<file path="config.mk">
export PLATFORM = sky130hd
export DESIGN_NAME = serial_sum_collector_flat
export DESIGN_NICKNAME = d
export VERILOG_FILES = /design/src/rtl/serial_sum_collector_if.sv /design/src/rtl/serial_sum_collector.sv /design/src/flat_wrapper.sv
export SDC_FILE = /design/constraint.sdc
export NUM_CORES = 1
export LEC_CHECK = 0
export CORE_ASPECT_RATIO = 1.1
export CORE_UTILIZATION = 45
export DETAILED_ROUTE_END_ITERATION = 10
export GPL_ROUTABILITY_DRIVEN = 0
export PLACE_DENSITY = 0.74
export SLEW_MARGIN = 10
export SYNTH_ARGS = -nofsm -noshare
export SYNTH_HDL_FRONTEND = slang
export SYNTH_SLANG_ARGS = --single-unit
</file>
<file path="constraint.sdc">
create_clock -name clk -period 1.5 [get_ports clk]
set_input_delay 0.45 -clock clk [delete_from_list [all_inputs] [get_ports clk]]
set_output_delay 0.45 -clock clk [all_outputs]
set_load 0.05 [all_outputs]
</file>
<file path="src/rtl/serial_sum_collector_if.sv">
// Bundles the serial adder stream, the result handshake and status flags
// of serial_sum_collector into one port.
interface serial_sum_collector_if #(
  parameter int WIDTH = 4
);
  logic             start;
  logic             bit_valid;
  logic             sum_bit;
  logic             carry_bit;
  logic             res_ready;
  logic             clr_err;
  logic             res_valid;
  logic [WIDTH-1:0] res_sum;
  logic             res_cout;
  logic             busy;
  logic             overrun;

  // master: the adder/consumer side driving the collector
  modport master (
    output start, bit_valid, sum_bit, carry_bit, res_ready, clr_err,
    input  res_valid, res_sum, res_cout, busy, overrun
  );

  // slave: the collector itself
  modport slave (
    input  start, bit_valid, sum_bit, carry_bit, res_ready, clr_err,
    output res_valid, res_sum, res_cout, busy, overrun
  );
endinterface

</file>
<file path="src/rtl/serial_sum_collector.sv">
// Collects an LSB-first serial sum plus final carry into parallel words and
// queues completed results in a 2-entry valid/ready FIFO.
module serial_sum_collector #(
  parameter int WIDTH = 4
) (
  input  logic                  clk,
  input  logic                  reset,
  serial_sum_collector_if.slave bus
);

  localparam int CW = $clog2(WIDTH);
  localparam logic [CW-1:0] LAST = CW'(WIDTH - 1);

  typedef enum logic {IDLE, COLLECT} state_t;

  typedef struct packed {
    logic [WIDTH-1:0] sum;
    logic             cout;
  } result_t;

  state_t           state;
  logic [CW-1:0]    cnt;
  logic [WIDTH-1:0] shreg;

  result_t          mem [2];
  logic             rd_ptr;
  logic             wr_ptr;
  logic [1:0]       count;
  logic             overrun_q;

  logic             push;
  logic             pop;
  logic             full;
  logic             push_ok;
  logic [WIDTH-1:0] assembled;
  result_t          head;

  assign assembled = {bus.sum_bit, shreg[WIDTH-1:1]};
  // start has priority, so a bit strobed alongside it never completes a word
  assign push      = (state == COLLECT) && !bus.start && bus.bit_valid && (cnt == LAST);
  assign full      = (count == 2'd2);
  assign pop       = (count != 2'd0) && bus.res_ready;
  assign push_ok   = push && (!full || pop);

  // NOTE: sequential state uses non-blocking (<=) so every register samples
  // pre-edge values; blocking here would create order-dependent races.
  always_ff @(posedge clk or negedge reset) begin
    if (!reset) begin
      state <= IDLE;
      cnt   <= '0;
      shreg <= '0;
    end else begin
      case (state)
        IDLE: begin
          if (bus.start) begin
            state <= COLLECT;
            cnt   <= '0;
            shreg <= '0;
          end
        end
        COLLECT: begin
          if (bus.start) begin
            cnt   <= '0;
            shreg <= '0;
          end else if (bus.bit_valid) begin
            if (cnt == LAST) begin
              state <= IDLE;
              cnt   <= '0;
              shreg <= '0;
            end else begin
              shreg <= assembled;
              cnt   <= cnt + 1'b1;
            end
          end
        end
        default: state <= IDLE;
      endcase
    end
  end

  // NOTE: queue storage is deliberately left unreset; the outputs are masked
  // by count, so stale entries are never observable.
  always_ff @(posedge clk) begin
    if (push_ok) begin
      mem[wr_ptr] <= '{sum: assembled, cout: bus.carry_bit};
    end
  end

  // When full, wr_ptr == rd_ptr: a simultaneous pop frees exactly the slot written.
  always_ff @(posedge clk or negedge reset) begin
    if (!reset) begin
      rd_ptr    <= 1'b0;
      wr_ptr    <= 1'b0;
      count     <= 2'd0;
      overrun_q <= 1'b0;
    end else begin
      if (push_ok) wr_ptr <= ~wr_ptr;
      if (pop)     rd_ptr <= ~rd_ptr;
      case ({push_ok, pop})
        2'b10:   count <= count + 2'd1;
        2'b01:   count <= count - 2'd1;
        default: count <= count;
      endcase
      if (push && full && !pop) begin
        overrun_q <= 1'b1;
      end else if (bus.clr_err) begin
        overrun_q <= 1'b0;
      end
    end
  end

  assign head          = mem[rd_ptr];
  assign bus.res_valid = (count != 2'd0);
  assign bus.res_sum   = bus.res_valid ? head.sum  : '0;
  assign bus.res_cout  = bus.res_valid ? head.cout : 1'b0;
  assign bus.busy      = (state == COLLECT);
  assign bus.overrun   = overrun_q;

endmodule

</file>
<file path="src/flat_wrapper.sv">
// flat-port wrapper written by rule: the top's interface ports become plain ports
module serial_sum_collector_flat 
#(
  parameter int WIDTH = 4
)
  (clk, reset, bus_start, bus_bit_valid, bus_sum_bit, bus_carry_bit, bus_res_ready, bus_clr_err, bus_res_valid, bus_res_sum, bus_res_cout, bus_busy, bus_overrun);
  serial_sum_collector_if #(.WIDTH(WIDTH)) bus_i ();
  input  logic clk;
  input  logic reset;
  input wire logic [$bits(bus_i.start)-1:0] bus_start;
  input wire logic [$bits(bus_i.bit_valid)-1:0] bus_bit_valid;
  input wire logic [$bits(bus_i.sum_bit)-1:0] bus_sum_bit;
  input wire logic [$bits(bus_i.carry_bit)-1:0] bus_carry_bit;
  input wire logic [$bits(bus_i.res_ready)-1:0] bus_res_ready;
  input wire logic [$bits(bus_i.clr_err)-1:0] bus_clr_err;
  output wire logic [$bits(bus_i.res_valid)-1:0] bus_res_valid;
  output wire logic [$bits(bus_i.res_sum)-1:0] bus_res_sum;
  output wire logic [$bits(bus_i.res_cout)-1:0] bus_res_cout;
  output wire logic [$bits(bus_i.busy)-1:0] bus_busy;
  output wire logic [$bits(bus_i.overrun)-1:0] bus_overrun;
  assign bus_i.start = bus_start;
  assign bus_i.bit_valid = bus_bit_valid;
  assign bus_i.sum_bit = bus_sum_bit;
  assign bus_i.carry_bit = bus_carry_bit;
  assign bus_i.res_ready = bus_res_ready;
  assign bus_i.clr_err = bus_clr_err;
  assign bus_res_valid = bus_i.res_valid;
  assign bus_res_sum = bus_i.res_sum;
  assign bus_res_cout = bus_i.res_cout;
  assign bus_busy = bus_i.busy;
  assign bus_overrun = bus_i.overrun;
  serial_sum_collector #(.WIDTH(WIDTH)) u_core (.clk(clk), .reset(reset), .bus(bus_i));
endmodule
</file>
== Yosys cells after proc, flatten, opt, wreduce, memory -nomap -nowiden ==
Memory sizes are Yosys's and may differ from the RTL's.
Index checks and enable logic that the tools add are counted.
Storage, ports and cells
  word-level logic and storage cells: 57
  input port bits: 8
  memories: 1
  bits in writable memories: 10
  bits in registers: 12
  output and inout bits: 8
Cells by class
  multiplexer cells: 22
  reductions and logical operators: 15
  bitwise logic cells: 3
  equal/unequal tests: 6
  add/subtract/negate cells: 3
Memories
  u_core.mem: words 2, bits a word 5, read ports 1, clocked after Yosys merged registers in 0, write ports 1, line serial_sum_collector.sv:25  | result_t mem [2];
Operators by type and width (number)
  2-to-1 mux 4 bit: 5
  2-to-1 mux 1 bit: 9
  2-to-1 mux 2 bit: 4
  one-hot mux 2 bit (2 select lines): 2
  one-hot mux 4 bit (2 select lines): 1
  logical AND 1 bit: 7
  == test 2 bit (second input constant): 3
  nonzero test 2 bit: 3
  adder 2 x 1 -> 2 bit (second input constant): 2
  logical NOT 1 bit: 3
  inequality test 3 bit (second input constant): 1
  NOT 1 bit: 3
  == test 2 x 1 -> 1 bit (second input constant): 1
  inequality test 2 bit (second input constant): 1
  one-hot mux 1 bit (2 select lines): 1
  AND reduction 2 bit: 1
  subtractor 2 x 1 -> 2 bit (second input constant): 1
  logical OR 1 bit: 1

== Logic depth before layout (Yosys ltp) ==
  depth in word-level cells: 7
  gate-level depth with buffers: 7
  depth with buffers taken out: 7

== Worst setup path after synthesis ==
No wires, ideal clock.
  kind: reg2reg
  start point: reg u_core.state (netlist: u_core.bus.busy)
  end point: reg u_core.count[1]
  data arrival time: 1.677 ns
  setup slack: -0.256 ns
  path buffers: 0
  period minus slack after synthesis: 1.756 ns
  required time: 1.421 ns
  library setup time: 0.079 ns
  stages on the path, launching flop included: 6
  cells stage by stage: dfrtp_1 nand4b_1 nand2b_4 ha_1 nor2_1 xor2_1
Between the ends
  word-level cells in the longest chain between the ends: 6
  elaborated cells between the ends (all ways): 8
  classes of those cells: eq/ne (2); mux (1); reduce/logical (5)
RTL lines
  start, declared: line serial_sum_collector.sv:21  | state_t state;
  start signal, assigned: line serial_sum_collector.sv:49  | state <= IDLE;
  start signal, assigned: line serial_sum_collector.sv:56  | state <= COLLECT;
  start signal, assigned: line serial_sum_collector.sv:67  | state <= IDLE;
  logical AND 1 bit * (3 in a row): line serial_sum_collector.sv:40  | assign push = (state == COLLECT) && !bus.start && bus.bit_valid && (cnt == LAST);
  logical AND 1 bit *: line serial_sum_collector.sv:43  | assign push_ok = push && (!full || pop);
  == test 2 x 1 -> 1 bit / == test 2 bit (equally long branches): line serial_sum_collector.sv:99  | case ({push_ok, pop})
  one-hot mux 2 bit (2 select lines) / nonzero test 2 bit (equally long branches)
  end signal, assigned: line serial_sum_collector.sv:100  | 2'b10: count <= count + 2'd1;
  end signal, assigned: line serial_sum_collector.sv:101  | 2'b01: count <= count - 2'd1;
  end signal, assigned: line serial_sum_collector.sv:102  | default: count <= count;
  end, declared: line serial_sum_collector.sv:28  | logic [1:0] count;
Mark *: on every way between the ends. The rest lies on a longest branch, timed or not.
A chain may end at the register's enable or synchronous reset.

== Worst setup path in the final report ==
  start point: reg u_core.rd_ptr
  end point: out bus_res_sum[0]
Between the ends
  word-level cells in the longest chain between the ends: 2
RTL lines
  start, declared: line serial_sum_collector.sv:26  | logic rd_ptr;
  start signal, assigned: line serial_sum_collector.sv:98  | if (pop) rd_ptr <= ~rd_ptr;
  memory read (2 x 5 bit)
  2-to-1 mux 4 bit: line serial_sum_collector.sv:114  | assign bus.res_sum = bus.res_valid ? head.sum : '0;
  end, declared: line flat_wrapper.sv:17  | output wire logic [$bits(bus_i.res_sum)-1:0] bus_res_sum;
No other way between the ends.

==> impl_results.md <==
* Status: finished with violations
* Violated checks: setup timing
* Layout cells sized above 1 at 0.491
* Global route overflow at 0
* Layout Cells excl Fill at 133
* Comb power frac at 0.534
* Reg2reg setup slack at -0.15 ns
* Slew margin rel. at 0.855
* Reg area at 578 sq um
* Largest net degree at the start of global routing at 13
* Internal power at 1.37 mW
* Sequential share of power at 0.347
* CTS buffer count at 3
* Synth area leaders: edfxtp_1 (34%), dfrtp_1 (31%), mux2i_1 (6.8%), nor2_1 (4.6%), nand4b_1 (3.9%)
* RSZ-0062 raised after global routing: yes
* Final worst setup slack at -0.201 ns
* Total power density per cell area at 1590 nW/um^2
* Die Y at 48.6 um
* Setup Skew at 0.00419 ns
* Synth Cell Area at 888 sq um
* Area Overhead vs Synth at 56.8%
* Mapped Nets at 78
* Crit path launch type: flip-flop
* Static power due to leakage at 0.592 nW
* Post-Syn Area per Cell at 13.1 sq um
* Final setup violating endpoints at 19
* Crit path required time at 1.05 ns
* # port buffers at 15
* Final period utilization at 1.13
* ANT nets after route at 0
* Maximum clock frequency at 0.588 GHz
* Pwr Total at 2.22 mW
* Most used DFF post-synth: dfrtp_1
* Via count at 633
* Slew @ Worst Pin at 0.213 ns
* Post-synth EDFFs at 10
* Post-CTS Hold Buffers at 0
* R2r endpoint: u_core.count[1]
* Root buf cell: clkbuf_4
* Synth Area in Adders at 0.0282
* Footprint of the multi-input gates at 384 sq um
* Peak fanout along the critical path at 6
* Synth warnings at 0
* Die width at 44.4 um
* Worst hold path type: primary input to async pin
* Synth top area share at 0.338
* Critical Path End Type: output port
* Simple-Gate Fraction of Synth Area at 0.151
* H-tree levels at 1
* Number of remaining DRC errors at 0
* Ports at 16
* Yosys reg bits at 21
* Wire per inst at 12.4 um
* Clk_lat worst skew at 0.29 ns
* Clock power frac at 0.119
* Nets at 117
* Async SR Flop Fraction at 0.524
* Reg2reg start: u_core.count[0]
* Detail Placement HPWL at 1160 um
* Syn Inst Count at 68
* Sequential area share after synthesis at 0.648
* Yosys top cell by area: edfxtp_1
* Reg2Reg Depth at 6
* Post-synth top cells: dfrtp_1 (11), nor2_1 (11), edfxtp_1 (10), mux2i_1 (6), nand2_1 (5)
* Inst Count DP at 123
* Switching pwr at 850 uW
* Initial Utilization at 0.488
* Core area at 1820 sq um
* Complex-gate fraction of the synthesized area at 0.0380
* DRT Pass-1 Iters at 4
* Xor and xnor area share after synthesis at 0.0493
* Multiplexer share of the synthesized area at 0.0676
* CTS Sinks at 21
* Data arrival time of the worst path at 1.25 ns
* Max-cap violations at 0
* Detailed-route vias per instance at 4.76
* Largest family of logic cells by synthesized area: simple AND/OR/NAND/NOR gates
* Initial antenna violation count at 0
* # fillers at 119
* VDD IR max at 1.08 mV
* Drt total wl at 1650 um
* Vias in the first global route at 663
* GRT Overall Usage at 0.181
* Rows at 16
* First-pass GRT wire length at 2850 um
* Final Max Tran Viols at 0
* Diodes inserted at 0
* DRT iter0 DRCs at 8
* Final number of hold-violating endpoints at 0
* Netlist cell types at 18
* CTS tree: yes
* Critical path class: flip-flop to output port
* Clock-pin slew on the worst setup and hold paths at 0.12 ns
* Min cycle time layout at 1.70 ns
* Switching Share at 0.383
* Die ar. at 2160 sq um
* Clock Path Buffers at 2
## cell type report
| class | count | share of cell area |
|---|---|---|
| repair buffers | 35 | 0.255 |
| flip-flops and latches | 21 | 0.415 |
| clock inverters | 1 | 0.00359 |
| clock buffers | 3 | 0.0162 |
| inverters | 3 | 0.00988 |
| well taps | 27 | 0.0243 |
| multi-input cells | 43 | 0.276 |
## sequential cells by signal, summed over array words and instances, names as in the netlist
signal              count
u_core.bus.busy         1
u_core.bus.overrun      1
u_core.cnt              2
u_core.count            2
u_core.mem             10
u_core.rd_ptr           1
u_core.shreg            3
u_core.wr_ptr           1
## cell usage in the layout, fill, tap and decap left out, drive strengths merged
cell / instances
mux2i: 6
o21a: 1
clkinv: 1
dlygate4sd2: 3
clkbuf: 3
nand3: 1
nand2: 5
or3b: 1
ha: 2
inv: 3
a21oi: 4
o22ai: 1
xor2: 2
edfxtp: 10
buf: 28
clkdlybuf4s50: 4
xnor2: 3
nor2: 11
nor2b: 1
dfrtp: 11
nand2b: 1
nand4b: 4
## worst max path at each step
stage	startpoint	endpoint	depth (start not counted)	slack, ns
after global routing	u_core.rd_ptr	bus_res_sum[0]	3	-0.28
after detailed placement	bus_res_ready	u_core.count[1]	6	-0.48
after global placement	bus_res_ready	u_core.count[1]	6	-0.43
after CTS	u_core.rd_ptr	bus_res_cout	3	-0.23
after floorplan	u_core.bus.busy	u_core.count[1]	5	-0.06
final	u_core.rd_ptr	bus_res_sum[0]	3	-0.20
## per-layer routing
metal,vias up,wire (um),GRT usage,share of wire
met4,0,13,0.0758,0.0079
met5,-,0,0,0
met3,2,39,0.0261,0.024
li1,313,-,-,-
met2,14,874,0.289,0.53
met1,304,721,0.242,0.44
## through the flow
step	util	instance area, sq um	TNS [ns]	hold slack [ns]	setup slack, ns
after global routing	0.764	1390	-3.24	0.439	-0.278
after global placement	0.668	1220	-4.78	0.454	-0.427
after floorplan	-	915	-0.154	0.154	-0.0630
after detailed placement	0.668	1220	-5.30	0.464	-0.481
after CTS	0.747	1360	-1.38	0.431	-0.227
final	0.764	1390	-2.06	0.427	-0.201
## power by group through the flow
stage	combinational, mW	clock [mW]	sequential, mW
floorplan	0.582	0	0.725
global placement	0.840	0	0.755
detailed placement	0.858	0	0.760
CTS	1.10	0.270	0.765
global route	1.25	0.293	0.781
finish	1.19	0.264	0.771
## repair_timing
action	in CTS	in global routing
pin swaps	6	4
endpoints found under the setup margin	18	19
setup buffers	5	3
gates resized for setup	27	4
## logic make-up (layout without fill, tap and decap cells)
family	after synthesis	after routing
AOI/OAI and AO/OA	6	6
xor gates and xnor gates	5	5
adders and majority gates	2	2
buffers and inverters	4	42
DFF	21	21
muxes	6	6
and+or+nand+nor	24	24
## critical path, cell delays in order (launching register included)
cell	delay, ns
dfrtp_2	0.48
mux2i_2	0.28
nor2_4	0.04
buf_6	0.15
No activity file was read; power rests on OpenSTA's default activity.
==> RTL edit 1 (same flow settings) <==
Make the reset (`reset`) synchronous in 2 clocked blocks.
--- a/src/rtl/serial_sum_collector.sv
+++ b/src/rtl/serial_sum_collector.sv
@@ -44,7 +44,7 @@
 
   // NOTE: sequential state uses non-blocking (<=) so every register samples
   // pre-edge values; blocking here would create order-dependent races.
-  always_ff @(posedge clk or negedge reset) begin
+  always_ff @(posedge clk) begin
     if (!reset) begin
       state <= IDLE;
       cnt   <= '0;
@@ -87,7 +87,7 @@
   end
 
   // When full, wr_ptr == rd_ptr: a simultaneous pop frees exactly the slot written.
-  always_ff @(posedge clk or negedge reset) begin
+  always_ff @(posedge clk) begin
     if (!reset) begin
       rd_ptr    <= 1'b0;
       wr_ptr    <= 1'b0;
Function: differs if reset is asserted again (counterexample within 4 cycles, from zero or initial values and one cycle with reset low); with reset held inactive, the same outputs for 10 cycles.
==> RTL edit 1 against the unedited design <==
The run still ends with negative setup slack left; routed wire length rose by 1.2%; setup slack improved by 48 ps; sequential cell count rose by 1; hold slack improved by 46 ps; synthesized area rose by 0.56%; critical path depth rose by 1; final area rose by 0.45%; critical path type unchanged.
Power is not compared: it rests on default switching activity, and its combinational part moved more than twofold at a synthesized area within 25%.
==> RTL edit 1: results (changes against the unedited design) <==
The final reports fail on negative setup slack. The peak per-stage delay on the critical path was 360 ps (-120 ps). In this run the worst hold path is classified as register to register. The flow ran to the end, but the final reports show violations.

The tools report the count of cells resized by post-cts repair as 29 (+7.4%). The root buffer cell was sky130_fd_sc_hd__clkbuf_4. The arrival time of the worst setup path is 1200 ps (-50 ps), and the net total in the final layout is 126 (+7.7%). The slowest stage of the critical path belongs to the cell sky130_fd_sc_hd__dfxtp_2. The tools report the number of violations reported at the end of detailed-routing iteration 0 as 24 (+16). The logs give -130 ps (+20 ps) for the worst setup slack for register-to-register paths and 3.34 ps (-0.852 ps) for the largest clock skew in the final design. The minimum setup slack in the final design was -153 ps (+47.5 ps); the transition time at the pin with the least slew margin was 244 ps (+31.2 ps).

Number of global-route vias before repair: 689 (+3.9%). Among all flip-flop cells after synthesis, the most frequent one is sky130_fd_sc_hd__dfxtp_1. By area the synthesized netlist is led by sky130_fd_sc_hd__edfxtp_1 (34%), sky130_fd_sc_hd__dfxtp_1 (27%), sky130_fd_sc_hd__mux2i_1 (6.7%). The tools report the worst setup path endpoint as bus_res_sum[3].

After synthesis, the most frequently instantiated cells are sky130_fd_sc_hd__dfxtp_1 (12), sky130_fd_sc_hd__edfxtp_1 (10), sky130_fd_sc_hd__nor2_1 (9), sky130_fd_sc_hd__nand2_1 (8), sky130_fd_sc_hd__mux2i_1 (6). The routed via count divided by cell count came out at 4.94 (+3.9%). The sequential fraction of the synthesis area is 60.5% (-4.3 points), and the half-perimeter wire length of the detailed placement result is 1200 um (+3.9%). The worst slack on hold paths came out at 473 ps (+46.1 ps). The layout cell share with drive strength beyond 1 is 44.3% (-4.7 points). The run gives 1 (unchanged) as the maximum level of the CTS H-tree. The setup violation total in the final timing report is 8 (-11). The source of the worst register-to-register timing path is u_core.count[1]$_SDFFE_PN0P_.

The total routing usage reported by global routing is 16.8% (-1.3 points). The per-instance average area after synthesis is 11.3 um^2 (-13%). Number of distinct standard cells referenced by the synthesized netlist: 22 (+4). The cell depth of the worst flop-to-flop path is 5 (-1), and the first-pass GRT wire length is 2790 um (-2.2%). In this run the critical register-to-register path is captured at u_core.count[1]$_SDFFE_PN0P_. The final cell count without fillers was 142 (+6.8%); the share of flip-flops with an asynchronous set or reset after synthesis was 0% (-52 points).
-- RTL edit 1: cell count changes after synthesis, moves of 2 or more --
cell / change
sky130_fd_sc_hd__nand2_1: +3
sky130_fd_sc_hd__nor2_1: -2
sky130_fd_sc_hd__dfxtp_1: +12
sky130_fd_sc_hd__and2_1: +4
sky130_fd_sc_hd__o21ai_0: +2
sky130_fd_sc_hd__dfrtp_1: -11
-- RTL edit 1: worst register-to-register path, cell delays in order, from the launching register on --
cell and delay, ps:
sky130_fd_sc_hd__dfxtp_2 360, sky130_fd_sc_hd__or3b_4 400, sky130_fd_sc_hd__nand2b_4 100, sky130_fd_sc_hd__ha_4 200
sky130_fd_sc_hd__or3_1 380, sky130_fd_sc_hd__a21boi_1 130
-- RTL edit 1: logic make-up after synthesis --
family | count (synthesis) | share of synthesized area (%)
muxes | 6 | 6.72
xor gates and xnor gates | 4 | 3.92
buffers and inverters | 5 | 2.10
and+or+nand+nor | 31 | 18.5
AOI/OAI and AO/OA | 9 | 5.46
adders and majority gates | 2 | 2.80
DFF | 22 | 60.5
-- RTL edit 1: through the flow --
step / setup slack, ps / utilization, % / TNS (ps) / total power, uW
finish: -153 / 76.8 / -995 / 948
global route: -219 / 76.8 / -1490 / 986
CTS: -165 / 74.9 / -1090 / 954
detailed placement: -640 / 67.7 / -6180 / 708
global placement: -565 / 67.7 / -5550 / 706
floorplan: -143 / - / -373 / 661
-- RTL edit 1: per-layer routing --
metal	wire length, um	GRT usage (%)
met1	726	20.9
met2	875	30.4
met3	58	2.24
met4	8	3.03
met5	0	0
-- RTL edit 1: area by class of cell --
cell class	count	area, um^2
fill	121	423
clock buffer	3	22.5
tap	27	33.8
multi-input combinational	52	430
timing repair buffer	33	340
inverter	4	17.5
clock inverter	1	3.75
sequential	22	551
==> RTL edit 2 (same settings) <==
Without the edit above. `WIDTH` is set to 4 in 3 places; all go to 8.
--- a/src/rtl/serial_sum_collector_if.sv
+++ b/src/rtl/serial_sum_collector_if.sv
@@ -1,7 +1,7 @@
 // Bundles the serial adder stream, the result handshake and status flags
 // of serial_sum_collector into one port.
 interface serial_sum_collector_if #(
-  parameter int WIDTH = 4
+  parameter int WIDTH = 8
 );
   logic             start;
   logic             bit_valid;
--- a/src/rtl/serial_sum_collector.sv
+++ b/src/rtl/serial_sum_collector.sv
@@ -1,7 +1,7 @@
 // Collects an LSB-first serial sum plus final carry into parallel words and
 // queues completed results in a 2-entry valid/ready FIFO.
 module serial_sum_collector #(
-  parameter int WIDTH = 4
+  parameter int WIDTH = 8
 ) (
   input  logic                  clk,
   input  logic                  reset,
--- a/src/flat_wrapper.sv
+++ b/src/flat_wrapper.sv
@@ -1,7 +1,7 @@
 // flat-port wrapper written by rule: the top's interface ports become plain ports
 module serial_sum_collector_flat 
 #(
-  parameter int WIDTH = 4
+  parameter int WIDTH = 8
 )
   (clk, reset, bus_start, bus_bit_valid, bus_sum_bit, bus_carry_bit, bus_res_ready, bus_clr_err, bus_res_valid, bus_res_sum, bus_res_cout, bus_busy, bus_overrun);
   serial_sum_collector_if #(.WIDTH(WIDTH)) bus_i ();
Interface: changed (resized bus_res_sum); port bits go from 16 to 20. No check against the original RTL was run, so the function may have changed too.
==> RTL edit 2 against the unedited design <==
The flow still finishes with violations (negative setup slack); final cell count up 30%; die area rose by 51%; register-to-register slack worse by 50 ps; critical path depth grew 1; via count increased by 45%; setup slack got worse by 76 ps; synthesized area grew 53%; count of clock-buffer cells in the layout rose by 4; power rose by 47%; final area increased by 46%; combinational power is 39% higher; routed wire length increased by 62%; sequential cell count grew 13; critical path type unchanged; largest cell class unchanged; highest routed layer unchanged.
==> RTL edit 2: results (changes against the unedited design) <==
The run gives -277 ps (-75.6 ps) as the minimum setup slack in the final design. The highest ir drop seen on vdd is 1.17 mV (+7.8%), and the transition time at the pin with the least slew margin is 357 ps (+144 ps). The fill cell total of the finished layout is 180 (+51%). Share of flip-flops with an asynchronous set or reset after synthesis: 47.1% (-5.3 points). The synthesized-area fraction occupied by xor and xnor cells was 3.22% (-1.7 points). Post-synthesis mux area share: 7.44% (+0.68 points).

The number of distinct standard cells referenced by the synthesized netlist was 24 (+6); the maximum level of the CTS H-tree was 2 (+1). The worst flop-to-flop path endpoint was u_core.mem[1][4]$_DFFE_PP_. The CTS buffer count was 5 (+2); the detailed-route wire length was 2670 um (+62%). The layout cell share with drive strength beyond 1 was 52.1% (+3.1 points); the net total in the final layout was 150 (+28%). The peak per-stage delay on the critical path is 420 ps (-60 ps). The tools report the static power due to leakage as 0.000832 uW (+41%).

The commonest cells after synthesis are sky130_fd_sc_hd__edfxtp_1 (18), sky130_fd_sc_hd__dfrtp_1 (16), sky130_fd_sc_hd__nor2_1 (13), sky130_fd_sc_hd__mux2i_1 (9), sky130_fd_sc_hd__a22o_1 (8). The setup violation total in the final timing report is 30 (+11). The total cell area at the placement stage is 0.00179 mm^2 (+47%).

The source of the worst register-to-register timing path was u_core.cnt[0]$_DFFE_PN0P_. The checks that failed: negative setup slack. The run finished, with violations left. The cell depth of the worst flop-to-flop path works out to 7 (+1). The number of enable flip-flop cells after synthesis was 18 (+8).

In the final layout, the registers with the most flip-flops are u_core.mem (18), u_core.shreg (7), u_core.cnt (3). The pin count of the biggest net entering global routing is 17 (+4). The number of violations reported at the end of detailed-routing iteration 0 is 22 (+14). The area share of fa/ha/maj cells after synthesis came out at 2.76% (-0.060 points). The number of nets produced by synthesis was 101 (+29%); the accumulated negative setup slack was -5260 ps (-3200 ps). The half-perimeter wire length of the detailed placement result is 1610 um (+39%), and the maximum fanout along the worst path is 9 (+3).

Number of I/O port buffers: 19 (+4). Total routing usage reported by global routing: 20.2% (+2.1 points). The worst setup slack for register-to-register paths is -200 ps (-50 ps). The clock transition at the registers of the reported paths works out to 100 ps (-20 ps). The cell at the slowest stage of the critical path was sky130_fd_sc_hd__dfrtp_1.
[RTL edit 2: cell types whose count changed in the layout (fill, tap and decap cells not counted), sizes merged, moves of 2 or more]
cell           change
clkbuf             +4
nand4b             -3
dlygate4sd2        -3
a21oi              -2
edfxtp             +8
buf                +9
clkdlybuf4s50      +3
nor2               +2
dfrtp              +5
mux2i              +3
nand2              -3
a22o               +8
[RTL edit 2: logic make-up (layout without fill, tap and decap cells)]
group | count (synthesis) | after routing
buffers and inverters | 5 | 55
muxes | 10 | 10
AOI/OAI and AO/OA | 12 | 12
and+or+nand+nor | 21 | 21
adders and majority gates | 3 | 3
DFF | 34 | 34
xor gates and xnor gates | 5 | 5
[RTL edit 2: worst register-to-register path, delay by kind of cell (launching register included)]
family	cells	cell delay, ps
simple gates	3	450
flops	1	400
fa+ha+maj	2	290
buf+inv	2	260
[RTL edit 2: how the worst max path moves through the flow]
stage / startpoint / end / slack (ps) / cells past startpoint
6_report: u_core.rd_ptr$_DFFE_PN0P_ / bus_res_sum[7] / -280 / 4
5_1_grt: u_core.rd_ptr$_DFFE_PN0P_ / bus_res_sum[7] / -340 / 4
4_1_cts: u_core.rd_ptr$_DFFE_PN0P_ / bus_res_sum[7] / -280 / 4
3_5_place_dp: bus_res_ready / u_core.count[1]$_DFFE_PN0P_ / -510 / 7
3_3_place_gp: bus_res_ready / u_core.count[1]$_DFFE_PN0P_ / -450 / 7
2_1_floorplan: u_core.cnt[0]$_DFFE_PN0P_ / u_core.count[1]$_DFFE_PN0P_ / -110 / 8
[RTL edit 2: cell type report]
class,count,area [um^2],share of cell area [%]
clock buffers,7,55.1,2.71
clock inverters,1,5.00,0.246
inverters,3,15.0,0.739
multi-input cells,51,508,25.0
flip-flops and latches,34,943,46.5
well taps,33,41.3,2.03
repair buffers,44,463,22.8
[RTL edit 2: per-stage QoR]
| step | cells | total power [uW] | hold slack (ps) |
|---|---|---|---|
| global placement | 156 | 2480 | 473 |
| finish | 173 | 3260 | 420 |
| detailed placement | 156 | 2500 | 471 |
| global route | 173 | 3410 | 447 |
| CTS | 171 | 3190 | 427 |
| floorplan | 90 | 2080 | 154 |
[RTL edit 2: timing repair]
action,4_1_cts,5_1_grt
resized for setup,19,4
buffers inserted,5,4
endpoints found under the hold margin,0,0
pin swaps,6,5
cloned,2,0
endpoints found under the setup margin,31,33
[RTL edit 2: where the power goes]
group	switching, uW	total, uW	internal, uW
Sequential	61.8	1100	1030
Combinational	919	1650	728
Clock	291	518	227
Total	1270	3260	1990
[RTL edit 2: routing by layer]
metal	GRT usage, %	part of all wire, %	vias up
met5	0	0	-
met4	9.89	3.4	0
met3	7.63	4.6	10
met2	34.3	54	29
met1	21.4	38	452
li1	-	-	427
